<file path="src/rtl/bcd_seg_scanner_pkg.sv">
// rtl/bcd_seg_scanner_pkg.sv - shared digit-count helper and 7-segment decode constants
package bcd_seg_scanner_pkg;

    // BCD digits needed to hold a 2n-bit product
    function automatic int digits_for(input int n);
        return ((2 * n) / 3) + 1;
    endfunction

    // Active-high segment patterns, bit order {g,f,e,d,c,b,a}
    localparam logic [6:0] SEG_0    = 7'h3F;
    localparam logic [6:0] SEG_1    = 7'h06;
    localparam logic [6:0] SEG_2    = 7'h5B;
    localparam logic [6:0] SEG_3    = 7'h4F;
    localparam logic [6:0] SEG_4    = 7'h66;
    localparam logic [6:0] SEG_5    = 7'h6D;
    localparam logic [6:0] SEG_6    = 7'h7D;
    localparam logic [6:0] SEG_7    = 7'h07;
    localparam logic [6:0] SEG_8    = 7'h7F;
    localparam logic [6:0] SEG_9    = 7'h6F;
    localparam logic [6:0] SEG_DASH = 7'h40;
    localparam logic [6:0] SEG_OFF  = 7'h00;

endpackage

</file>
<file path="src/rtl/bcd_to_seg7.sv">
// rtl/bcd_to_seg7.sv - one BCD nibble to active-high 7-segment pattern
module bcd_to_seg7
    import bcd_seg_scanner_pkg::*;
(
    input  logic [3:0] nibble_i,
    output logic [6:0] seg_o
);

    // Digits 0..9 decode normally; any non-BCD nibble shows a dash
    always_comb begin
        seg_o = SEG_DASH;
        case (nibble_i)
            4'd0:    seg_o = SEG_0;
            4'd1:    seg_o = SEG_1;
            4'd2:    seg_o = SEG_2;
            4'd3:    seg_o = SEG_3;
            4'd4:    seg_o = SEG_4;
            4'd5:    seg_o = SEG_5;
            4'd6:    seg_o = SEG_6;
            4'd7:    seg_o = SEG_7;
            4'd8:    seg_o = SEG_8;
            4'd9:    seg_o = SEG_9;
            default: seg_o = SEG_DASH;
        endcase
    end

endmodule

</file>
<file path="src/rtl/bcd_seg_scanner.sv">
// rtl/bcd_seg_scanner.sv - captures product BCD on finish rise and scans it onto a muxed 7-segment display
module bcd_seg_scanner
    import bcd_seg_scanner_pkg::*;
#(
    parameter int N            = 5,
    parameter int DIGITS       = digits_for(N),
    parameter int REFRESH_DIV  = 1000,
    parameter bit COMMON_ANODE = 1'b1,
    parameter bit BLANK_LZ     = 1'b1
) (
    input  logic                  clock,
    input  logic                  reset,
    input  logic                  finish,
    input  logic [DIGITS*4-1:0]   bcd,
    output logic [6:0]            seg,
    output logic [DIGITS-1:0]     an,
    output logic                  shown
);

    localparam int PRESC_W = (REFRESH_DIV > 1) ? $clog2(REFRESH_DIV) : 1;
    localparam int IDX_W   = (DIGITS > 1) ? $clog2(DIGITS) : 1;

    localparam logic [PRESC_W-1:0] PRESC_LAST = PRESC_W'(REFRESH_DIV - 1);
    localparam logic [IDX_W-1:0]   IDX_LAST   = IDX_W'(DIGITS - 1);

    // XOR masks turning active-high values into the pin polarity; also the "all off" level
    localparam logic [6:0]        SEG_POL = {7{COMMON_ANODE}};
    localparam logic [DIGITS-1:0] AN_POL  = {DIGITS{COMMON_ANODE}};

    logic                  finish_q;
    logic [DIGITS*4-1:0]   hold_q, hold_d;
    logic                  shown_q, shown_d;
    logic [PRESC_W-1:0]    presc_q, presc_d;
    logic [IDX_W-1:0]      idx_q, idx_d;
    logic [6:0]            seg_q, seg_d;
    logic [DIGITS-1:0]     an_q, an_d;

    logic                  load;
    logic [3:0]            nibble;
    logic                  blank;
    logic [6:0]            seg_raw;
    logic [6:0]            seg_ah;
    logic [DIGITS-1:0]     an_ah;

    assign load = finish & ~finish_q;

    // Capture on finish rising edge; shown latches on the first capture
    always_comb begin
        hold_d  = hold_q;
        shown_d = shown_q;
        if (load) begin
            hold_d  = bcd;
            shown_d = 1'b1;
        end
    end

    // Prescaler and digit index free-run from reset release
    always_comb begin
        presc_d = presc_q + PRESC_W'(1);
        idx_d   = idx_q;
        if (presc_q == PRESC_LAST) begin
            presc_d = '0;
            idx_d   = (idx_q == IDX_LAST) ? '0 : idx_q + IDX_W'(1);
        end
    end

    // Pick the current digit and decide blanking by scanning from the top digit down
    always_comb begin
        logic nz_above;
        nibble   = 4'h0;
        blank    = 1'b0;
        nz_above = 1'b0;
        for (int k = DIGITS - 1; k >= 0; k--) begin
            nz_above = nz_above | (|hold_q[k*4 +: 4]);
            if (idx_q == IDX_W'(k)) begin
                nibble = hold_q[k*4 +: 4];
                blank  = BLANK_LZ && (k != 0) && !nz_above;
            end
        end
    end

    bcd_to_seg7 u_dec (
        .nibble_i (nibble),
        .seg_o    (seg_raw)
    );

    // Blanked digits keep their enable so every digit gets the same duty cycle
    always_comb begin
        seg_ah = SEG_OFF;
        an_ah  = '0;
        if (shown_q) begin
            an_ah  = DIGITS'(1) << idx_q;
            seg_ah = blank ? SEG_OFF : seg_raw;
        end
        seg_d = seg_ah ^ SEG_POL;
        an_d  = an_ah ^ AN_POL;
    end

    // Edge detector, hold register and shown flag
    always_ff @(posedge clock or negedge reset) begin
        if (!reset) begin
            finish_q <= 1'b0;
            hold_q   <= '0;
            shown_q  <= 1'b0;
        end else begin
            finish_q <= finish;
            hold_q   <= hold_d;
            shown_q  <= shown_d;
        end
    end

    // Scan counters and registered display outputs
    always_ff @(posedge clock or negedge reset) begin
        if (!reset) begin
            presc_q <= '0;
            idx_q   <= '0;
            seg_q   <= SEG_POL;
            an_q    <= AN_POL;
        end else begin
            presc_q <= presc_d;
            idx_q   <= idx_d;
            seg_q   <= seg_d;
            an_q    <= an_d;
        end
    end

    assign seg   = seg_q;
    assign an    = an_q;
    assign shown = shown_q;

endmodule
</file>
<file path="config.mk">
export PLATFORM = sky130hd
export DESIGN_NAME = bcd_seg_scanner
export DESIGN_NICKNAME = d
export VERILOG_FILES = /design/src/rtl/bcd_seg_scanner_pkg.sv /design/src/rtl/bcd_to_seg7.sv /design/src/rtl/bcd_seg_scanner.sv
export SDC_FILE = /design/constraint.sdc
export NUM_CORES = 1
export LEC_CHECK = 0
export BUFFER_PORTS_ARGS = -buffer_cell sky130_fd_sc_hd__clkbuf_2
export CORE_MARGIN = 3
export CORE_UTILIZATION = 35
export CTS_CLUSTER_SIZE = 12
export DETAILED_ROUTE_END_ITERATION = 7
export HOLD_SLACK_MARGIN = 0.02
export PLACE_DENSITY = 0.63
export SLEW_MARGIN = 5
export SYNTH_ARGS = -nofsm -noshare
export SYNTH_HDL_FRONTEND = slang
export SYNTH_SLANG_ARGS = --single-unit
</file>
<file path="constraint.sdc">
create_clock -name clock -period 3.7 [get_ports clock]
set_clock_uncertainty 0.1 [all_clocks]
set_input_delay 0.925 -clock clock [delete_from_list [all_inputs] [get_ports clock]]
set_output_delay 0.925 -clock clock [all_outputs]
set_load 0.02 [all_outputs]
</file>
==> impl_metrics.py, run 1 <==
metrics = {
    "detailed_routing": {
        "drt-total-wl_um": 3510,
        "wl_per_cell_um": 12.8,
        "firstDrtPassIters": 4,
        "drt_first_iter_violations": 74,
        "route.detailed.drc": 0,
        "antenna_left": 0,
        "viasPerCell": 4.82,
        "vias": 1320,
    },
    "setup_path": {
        "cp_num_buf_inv": 2,
        "arrival_ns": 2.66,
        "worst_path_max_delay_cell": "dfrtp_1",
        "cp.required_ns": 3.80,
        "slowest_delay_ns": 0.43,
        "cp_top_family": "adder cells",
        "cp-start-kind": "flip-flop",
        "crit_start": "idx_q[0]",
        "crit_chain": "inv_1 -> ha_1 -> nand2b_1 -> o22ai_1 -> a31oi_1 -> inv_1 -> ha_1 -> nor3_1 -> o31ai_1",
        "crit_path_end_kind": "flip-flop",
        "cp_num_cells": 9,
        "crit_fanout": 11,
        "ff2ff_path_depth": 9,
        "worstSetupPathType": "reg2reg",
        "rr_startpoint": "idx_q[0]",
    },
    "timing": {
        "hold_viol_final": 0,
        "slew_headroom": 0.349,
        "setup_viol": 0,
        "hold_ws_ns": 0.383,
        "fmax_ghz": 0.391,
        "fin_setup_tns_ns": 0,
        "period_share": 0.692,
        "slew_viol_final": 0,
        "fin_crit_ns": 2.56,
        "layout_setup_ws_ns": 1.14,
        "worst_pin_slew_ns": 0.977,
        "rsz0062_at_grt": "no",
    },
    "clock_network": {
        "clkLatencyLatePin_ns": 0.29,
        "clockRootBuffer": "clkbuf_8",
        "clock_path_buffers": 2,
        "clk_pin_slew_ns": 0.07,
        "ctsResizeCount": 0,
        "cts_buffers": 5,
        "clock-sinks": 41,
        "post_cts_buffers": 0,
        "cts-hold-fix-buffers": 0,
        "cts_tree": "built",
        "h-tree-depth": 2,
    },
    "global_route": {
        "grt_max_degree": 42,
        "overflow": 0,
        "grt_pass1_wl_um": 6140,
        "grt_pass1_vias": 1280,
        "grt_usage": 0.122,
        "grt_antenna_before_repair": 0,
    },
    "final_layout": {
        "drive_above_1_share": 0.358,
        "fillers": 531,
        "layout_common_cells": "dfrtp_1 (30), clkbuf_2 (30), mux2_2 (15)",
        "area_growth_pct": 15.7,
        "register_area_um2": 1040,
        "diodes": 0,
        "multiInputGateArea_um2": 895,
        "nNetsFinal": 232,
    },
    "worst_hold_path": {
        "min_from": "presc_q[0]",
        "whs_path_depth": 1,
        "hp-class": "reg2reg",
    },
    "yosys": {
        "synth.avg_cell_area_um2": 11.7,
        "ys_warn_count": 0,
        "ys_types": 42,
        "synthArstFlopShare": 1.00,
        "syn_inst": 170,
        "synth_nets": 199,
        "synth_seq_cells": 41,
        "yosysSeqAreaShare": 0.524,
        "synthFlopType": "dfrtp_1",
        "synth.cell_area_um2": 1980,
        "synth-edff-count": 0,
    },
    "power": {
        "leakagePower_nw": 0.995,
        "power_w": 0.000985,
        "powerDensity_nw_per_um2": 429,
        "irDropWorstVdd_mv": 0.187,
    },
    "floorplan": {
        "die_w_um": 81.3,
        "die_h_um": 81.3,
        "die-area_um2": 6610,
        "core_um2": 5300,
        "io_pins": 31,
        "rows": 26,
        "start_util": 0.374,
    },
    "placed_design": {
        "place_ws_ns": 1.17,
        "io_buffers": 30,
        "place.detailed.hpwl_um": 2570,
        "place_congestion": 0.765,
    },
    "run_status": {
        "status": "finished, final reports clean",
    },
    "run": {
        "cap_violations": 0,
    },
}
## cell type report
type	count	area share
clock buffer	8	0.0392
timing repair buffer	31	0.0687
tap	70	0.0381
multi-input combinational	117	0.390
sequential	41	0.453
inverter	7	0.0114
## state kept, by name, indices dropped and copies added, names as in the netlist
| name | flops |
|---|---|
| an | 4 |
| finish_q | 1 |
| hold_q | 16 |
| idx_q | 2 |
| presc_q | 10 |
| seg | 7 |
| shown | 1 |
## cells in the mapped netlist (2+ instances only)
| cell | number | share of area |
|---|---|---|
| a21oi_1 | 6 | 0.015 |
| nand2_1 | 9 | 0.017 |
| nand2_2 | 2 | 0.0063 |
| xor2_1 | 4 | 0.018 |
| o22ai_1 | 2 | 0.0063 |
| or4_1 | 3 | 0.011 |
| nand3_1 | 3 | 0.0076 |
| a21o_1 | 2 | 0.0076 |
| inv_1 | 7 | 0.013 |
| nor2_1 | 13 | 0.025 |
| a211oi_1 | 2 | 0.0076 |
| o21ai_0 | 4 | 0.010 |
| dfstp_2 | 11 | 0.15 |
| buf_2 | 4 | 0.010 |
| nor3_1 | 6 | 0.015 |
| dfrtp_1 | 30 | 0.38 |
| or2_2 | 2 | 0.0063 |
| nor2b_1 | 2 | 0.0063 |
| nand3b_1 | 4 | 0.015 |
| and3_1 | 3 | 0.0095 |
| ha_1 | 10 | 0.063 |
| mux2_4 | 2 | 0.015 |
| xnor2_1 | 3 | 0.013 |
| o31ai_1 | 4 | 0.015 |
| mux2_2 | 15 | 0.085 |
## metal layers
| layer | track usage | routed length (um) |
|---|---|---|
| met1 | 0.168 | 1760 |
| met4 | 0.0507 | 69 |
| met5 | 0 | 0 |
| met2 | 0.176 | 1460 |
| met3 | 0.0366 | 219 |
## stage by stage
| step | std cells | instance area [um2] | utilization |
|---|---|---|---|
| after floorplan | 170 | 1980 | - |
| after global placement | 266 | 2210 | 0.416 |
| after detailed placement | 266 | 2210 | 0.416 |
| after CTS | 274 | 2300 | 0.433 |
| after global routing | 274 | 2300 | 0.433 |
| final | 274 | 2300 | 0.433 |
## kinds of logic after synthesis
kind of cell | Yosys count | synth area share
AOI/OAI and AO/OA | 27 | 0.0946
muxes | 17 | 0.100
DFF | 41 | 0.524
adders and majority gates | 10 | 0.0631
xor gates and xnor gates | 7 | 0.0309
and+or+nand+nor | 56 | 0.162
buffers and inverters | 12 | 0.0252
## final timing paths
kind	end	slack, ns
setup / recovery	seg[0]	1.14
hold / removal	presc_q[0]	0.38
setup reg to reg	seg[0]	1.14
hold reg to reg	presc_q[0]	0.38
max in group asynchronous	hold_q[0]	2.21
min in group asynchronous	presc_q[8]	0.69
## where the power goes
group,leakage [nW],internal [W],switching [W]
sequential,0.477,0.000506,0.0000244
combinational,0.472,0.0000674,0.0000886
clock,0.0455,0.000152,0.000146
Power figures use the tool's default switching activity.
==> inputs of run 2 (changes only) <==
PLACE_DENSITY = 0.65   (was 0.63)
clock period = 2.35 ns   (was 3.7 ns; I/O delays follow)
==> run 2 against run 1 <==
Effect of this change: maximum frequency grew 16%; sequential power up 57%; core utilization rose by 1.1 points; clock-buffer cell count is 1 lower; global-route usage fell by 0.29 points; critical path type unchanged.
==> impl_metrics.py, run 2 (synthesis results as in run 1) <==
metrics = {
    "run_status": {
        "status": "finished, final reports clean",
    },
    "global_route": {
        "overflow": 0,
        "grt_pass1_vias": 1307,
        "grt_pass1_wl_um": 6040,
        "grt_usage": 0.119,
        "grt_antenna_before_repair": 0,
        "grt_max_degree": 42,
    },
    "floorplan": {
        "rows": 26,
        "die-area_um2": 6610,
        "core_um2": 5300,
        "die_w_um": 81.3,
        "start_util": 0.374,
        "die_h_um": 81.3,
        "io_pins": 31,
    },
    "clock_network": {
        "clock-sinks": 41,
        "cts-hold-fix-buffers": 0,
        "h-tree-depth": 2,
        "cts_buffers": 5,
        "clk_pin_slew_ns": 0.08,
        "clockRootBuffer": "clkbuf_8",
        "clock_path_buffers": 2,
        "clkLatencyLatePin_ns": 0.29,
        "cts_tree": "built",
    },
    "setup_path": {
        "cp.required_ns": 2.44,
        "crit_path_end_kind": "flip-flop",
        "cp_num_buf_inv": 1,
        "slowest_delay_ns": 0.42,
        "cp-start-kind": "flip-flop",
        "worst_path_max_delay_cell": "dfrtp_1",
        "crit_chain": "inv_1 -> ha_1 -> nand3b_1 -> a211o_1 -> ha_1 -> nor3_1 -> o31ai_1",
        "crit_fanout": 10,
        "arrival_ns": 2.31,
        "cp_top_family": "adder cells",
        "crit_path_frequent_cell": "ha_1",
        "worstSetupPathType": "reg2reg",
    },
    "placed_design": {
        "place_congestion": 0.845,
        "io_buffers": 30,
        "place.detailed.hpwl_um": 2690,
    },
    "detailed_routing": {
        "vias": 1333,
        "antenna_left": 0,
        "drt_first_iter_violations": 49,
        "viasPerCell": 4.79,
        "firstDrtPassIters": 4,
        "route.detailed.drc": 0,
        "drt-total-wl_um": 3650,
        "wl_per_cell_um": 13.1,
    },
    "worst_hold_path": {
        "hp-class": "in2async",
    },
    "final_layout": {
        "multiInputGateArea_um2": 912,
        "final_util": 0.444,
        "layout_common_cells": "dfrtp_1 (30), clkbuf_2 (30), mux2_2 (15)",
        "fillers": 504,
        "nNetsFinal": 236,
        "top_register": "hold_q",
        "area_growth_pct": 18.7,
        "drive_above_1_share": 0.399,
        "register_area_um2": 1040,
        "largest_reg_flops": 16,
        "diodes": 0,
    },
    "run": {
        "cap_violations": 0,
    },
    "power": {
        "leakagePower_nw": 1.03,
        "powerDensity_nw_per_um2": 676,
        "irDropWorstVdd_mv": 0.361,
    },
    "timing": {
        "slew_headroom": 0.652,
        "hold_ws_ns": 0.247,
        "fin_crit_ns": 2.21,
        "hold_viol_final": 0,
        "slew_viol_final": 0,
        "worst_pin_slew_ns": 0.520,
        "period_share": 0.943,
        "setup_viol": 0,
        "fmax_ghz": 0.451,
    },
}
==> run 2: cell types whose count changed in the layout (fill, tap and decap cells not counted) <==
cell	previous run	this run
a21oi_1	6	5
clkinv_2	0	1
a21oi_2	0	1
nor3_1	6	5
ha_1	10	9
a31oi_2	0	1
nor3_2	0	1
buf_4	1	5
clkbuf_1	2	0
ha_2	0	1
clkbuf_8	6	7
a31oi_1	1	0
==> run 2: power breakdown <==
group          total, W  internal, W  switching (W)
logic          0.000259     0.000113       0.000145
clock network  0.000497     0.000265       0.000232
registers      0.000835     0.000797      0.0000379
total           0.00159      0.00118       0.000415
==> run 2: worst paths after layout <==
path	startpoint	endpoint	slack, ns	cells after the start
hold / removal	reset	presc_q[3]	0.25	2
max in group asynchronous	reset	seg[2]	1.54	2
min in group clock	finish	finish_q	0.31	1
hold reg to reg	presc_q[0]	presc_q[0]	0.36	1
setup reg to reg	idx_q[0]	seg[3]	0.14	7
setup / recovery	idx_q[0]	seg[3]	0.14	7
==> run 2: cell type report <==
type	instances	area share
flip-flops and latches	41	0.442
clock inverters	1	0.00213
clock buffers	7	0.0409
multi-input cells	117	0.387
repair buffers	35	0.0797
inverters	7	0.0112
well taps	70	0.0372
==> run 2: repair_timing <==
item	4_1_cts	5_1_grt
buffers inserted	0	0
gates resized for setup	0	4
endpoints found under the setup margin	0	7
==> run 2: through the flow <==
stage	power [W]	std cells	area, um2	setup slack (ns)	setup TNS (ns)
2_1_floorplan	0.00101	170	1980	0.169	0
3_3_place_gp	0.00110	270	2240	0.172	0
3_5_place_dp	0.00111	270	2240	0.0922	0
4_1_cts	0.00161	278	2340	0.0618	0
5_1_grt	0.00168	278	2350	-0.00932	-0.0224
6_report	0.00159	278	2350	0.135	0
==> run 2: per-layer routing <==
metal | up-vias | share of wire | global-route usage
met5 | - | 0 | 0
met4 | 0 | 0.015 | 0.0456
met3 | 4 | 0.042 | 0.0344
met2 | 25 | 0.44 | 0.181
met1 | 632 | 0.50 | 0.159
li1 | 672 | - | -
==> run 2: worst reg2reg max path, delay by kind of cell (launching register included) <==
family | cells | cell delay [ns]
fa+ha+maj | 2 | 0.63
buf+inv | 1 | 0.09
simple gates | 2 | 0.25
flops | 1 | 0.42
compound gates | 2 | 0.62
==> inputs of run 3 (changes only) <==
CELL_PAD_IN_SITES_DETAIL_PLACEMENT = 0   (was not set)
CELL_PAD_IN_SITES_GLOBAL_PLACEMENT = 2   (was not set)
CORE_UTILIZATION = 33   (was 35)
PLACE_DENSITY = 0.83   (was 0.65)
==> run 3 against run 2 <==
Effect of this change: cell area grew 0.74%; first-iteration DRC count stayed put; final cell count up 1.4%; maximum frequency up 1.7%; sequential power about the same; register-to-register slack improved by 0.04 ns.
==> impl_metrics.py, run 3 (synthesis results as in run 1) <==
metrics = {
    "final_layout": {
        "diodes": 0,
        "nNetsFinal": 238,
        "final_util": 0.418,
        "top_register": "hold_q",
        "layout_common_cells": "dfrtp_1 (30), clkbuf_2 (30), mux2_2 (15)",
        "drive_above_1_share": 0.405,
        "area_growth_pct": 19.5,
        "largest_reg_flops": 16,
    },
    "timing": {
        "fmax_ghz": 0.459,
        "slew_viol_final": 0,
        "fin_setup_tns_ns": 0,
        "fin_crit_ns": 2.18,
        "hold_ws_ns": 0.0728,
        "rsz0062_at_grt": "no",
        "slew_headroom": 0.636,
        "period_share": 0.926,
        "setup_viol": 0,
        "hold_viol_final": 0,
        "worst_pin_slew_ns": 0.544,
        "layout_setup_ws_ns": 0.173,
    },
    "setup_path": {
        "slowest_delay_ns": 0.43,
        "cp.required_ns": 2.46,
        "worst_path_max_delay_cell": "dfrtp_1",
        "regToRegSetupSlack_ns": 0.17,
        "worstSetupPathType": "reg2reg",
        "crit_path_end_kind": "flip-flop",
        "crit_chain": "inv_1 -> ha_4 -> nand2b_1 -> o22ai_1 -> a31oi_1 -> buf_4 -> ha_1 -> o21a_1 -> o21ai_0",
        "r2r_end": "seg[1]",
        "crit_fanout": 11,
        "ff2ff_path_depth": 9,
        "cp-start-kind": "flip-flop",
        "cp_num_buf_inv": 2,
        "rr_startpoint": "idx_q[0]",
        "cp_top_family": "compound AO/OA/AOI/OAI gates",
        "arrival_ns": 2.29,
    },
    "global_route": {
        "grt_antenna_before_repair": 0,
        "grt_pass1_vias": 1366,
        "grt-busiest-layer": "met2",
        "use_met3": 0.0355,
        "use_met2": 0.176,
        "use_met1": 0.157,
        "grt_max_degree": 19,
        "grt_pass1_wl_um": 6620,
        "overflow": 0,
        "grt_usage": 0.117,
    },
    "floorplan": {
        "io_pins": 31,
        "core_um2": 5680,
        "die_h_um": 83.5,
        "start_util": 0.350,
        "rows": 27,
        "die-area_um2": 6980,
        "die_w_um": 83.5,
    },
    "placed_design": {
        "place_congestion": 0.762,
        "place_ws_ns": 0.0427,
        "place.detailed.hpwl_um": 2870,
        "io_buffers": 30,
    },
    "clock_network": {
        "clockRootBuffer": "clkbuf_8",
        "clock_path_buffers": 2,
        "clkLatencyLatePin_ns": 0.29,
        "post_cts_buffers": 0,
        "cts-hold-fix-buffers": 0,
        "h-tree-depth": 2,
        "clk_pin_slew_ns": 0.08,
        "cts_tree": "built",
        "clock-sinks": 41,
        "cts_buffers": 5,
        "ctsResizeCount": 0,
    },
    "power": {
        "leakagePower_nw": 1.02,
        "irDropWorstVdd_mv": 0.281,
        "powerDensity_nw_per_um2": 653,
    },
    "detailed_routing": {
        "firstDrtPassIters": 4,
        "wl_per_cell_um": 13.6,
        "viasPerCell": 4.79,
        "drt_first_iter_violations": 49,
        "antenna_left": 0,
        "drt-total-wl_um": 3840,
        "vias": 1352,
        "route.detailed.drc": 0,
    },
    "run": {
        "cap_violations": 0,
    },
    "run_status": {
        "status": "finished, final reports clean",
    },
    "worst_hold_path": {
        "hp-class": "in2async",
    },
}
run 3: layout make-up:
| cell class | instances | area (um2) |
|---|---|---|
| tap | 72 | 90.1 |
| sequential | 41 | 1040 |
| fill | 570 | 3300 |
| multi-input combinational | 117 | 927 |
| clock buffer | 5 | 68.8 |
| clock inverter | 3 | 17.5 |
| inverter | 7 | 26.3 |
| timing repair buffer | 37 | 203 |
run 3: where the power goes:
group          total (W)  switching [W]  internal (W)
Sequential      0.000835      0.0000380      0.000797
Combinational   0.000262       0.000144      0.000118
Clock           0.000451       0.000246      0.000205
Total            0.00155       0.000429       0.00112
run 3: how the worst max path moves through the flow:
stage / startpoint / endpoint / slack (ns) / cells past startpoint
4_1_cts: idx_q[0] / seg[1] / 0.03 / 9
3_5_place_dp: idx_q[0] / seg[1] / 0.04 / 9
5_1_grt: idx_q[0] / seg[0] / 0.0004 / 8
6_report: idx_q[0] / seg[1] / 0.17 / 9
2_1_floorplan: idx_q[0] / seg[5] / 0.17 / 9
3_3_place_gp: idx_q[0] / seg[1] / 0.15 / 9
run 3: metrics by stage:
step / area, um2 / cells / power [W]
after floorplan: 1980 / 170 / 0.00101
final: 2370 / 282 / 0.00155
after detailed placement: 2250 / 274 / 0.00111
after CTS: 2340 / 282 / 0.00158
after global routing: 2370 / 282 / 0.00164
after global placement: 2250 / 274 / 0.00111
run 3: per-layer routing:
layer  wire length, um  share of wire  vias up
met5                 0              0        -
met4                61          0.016        0
met3               223          0.058        5
met2              1690           0.44       32
met1              1860           0.48      635
li1                  -              -      680
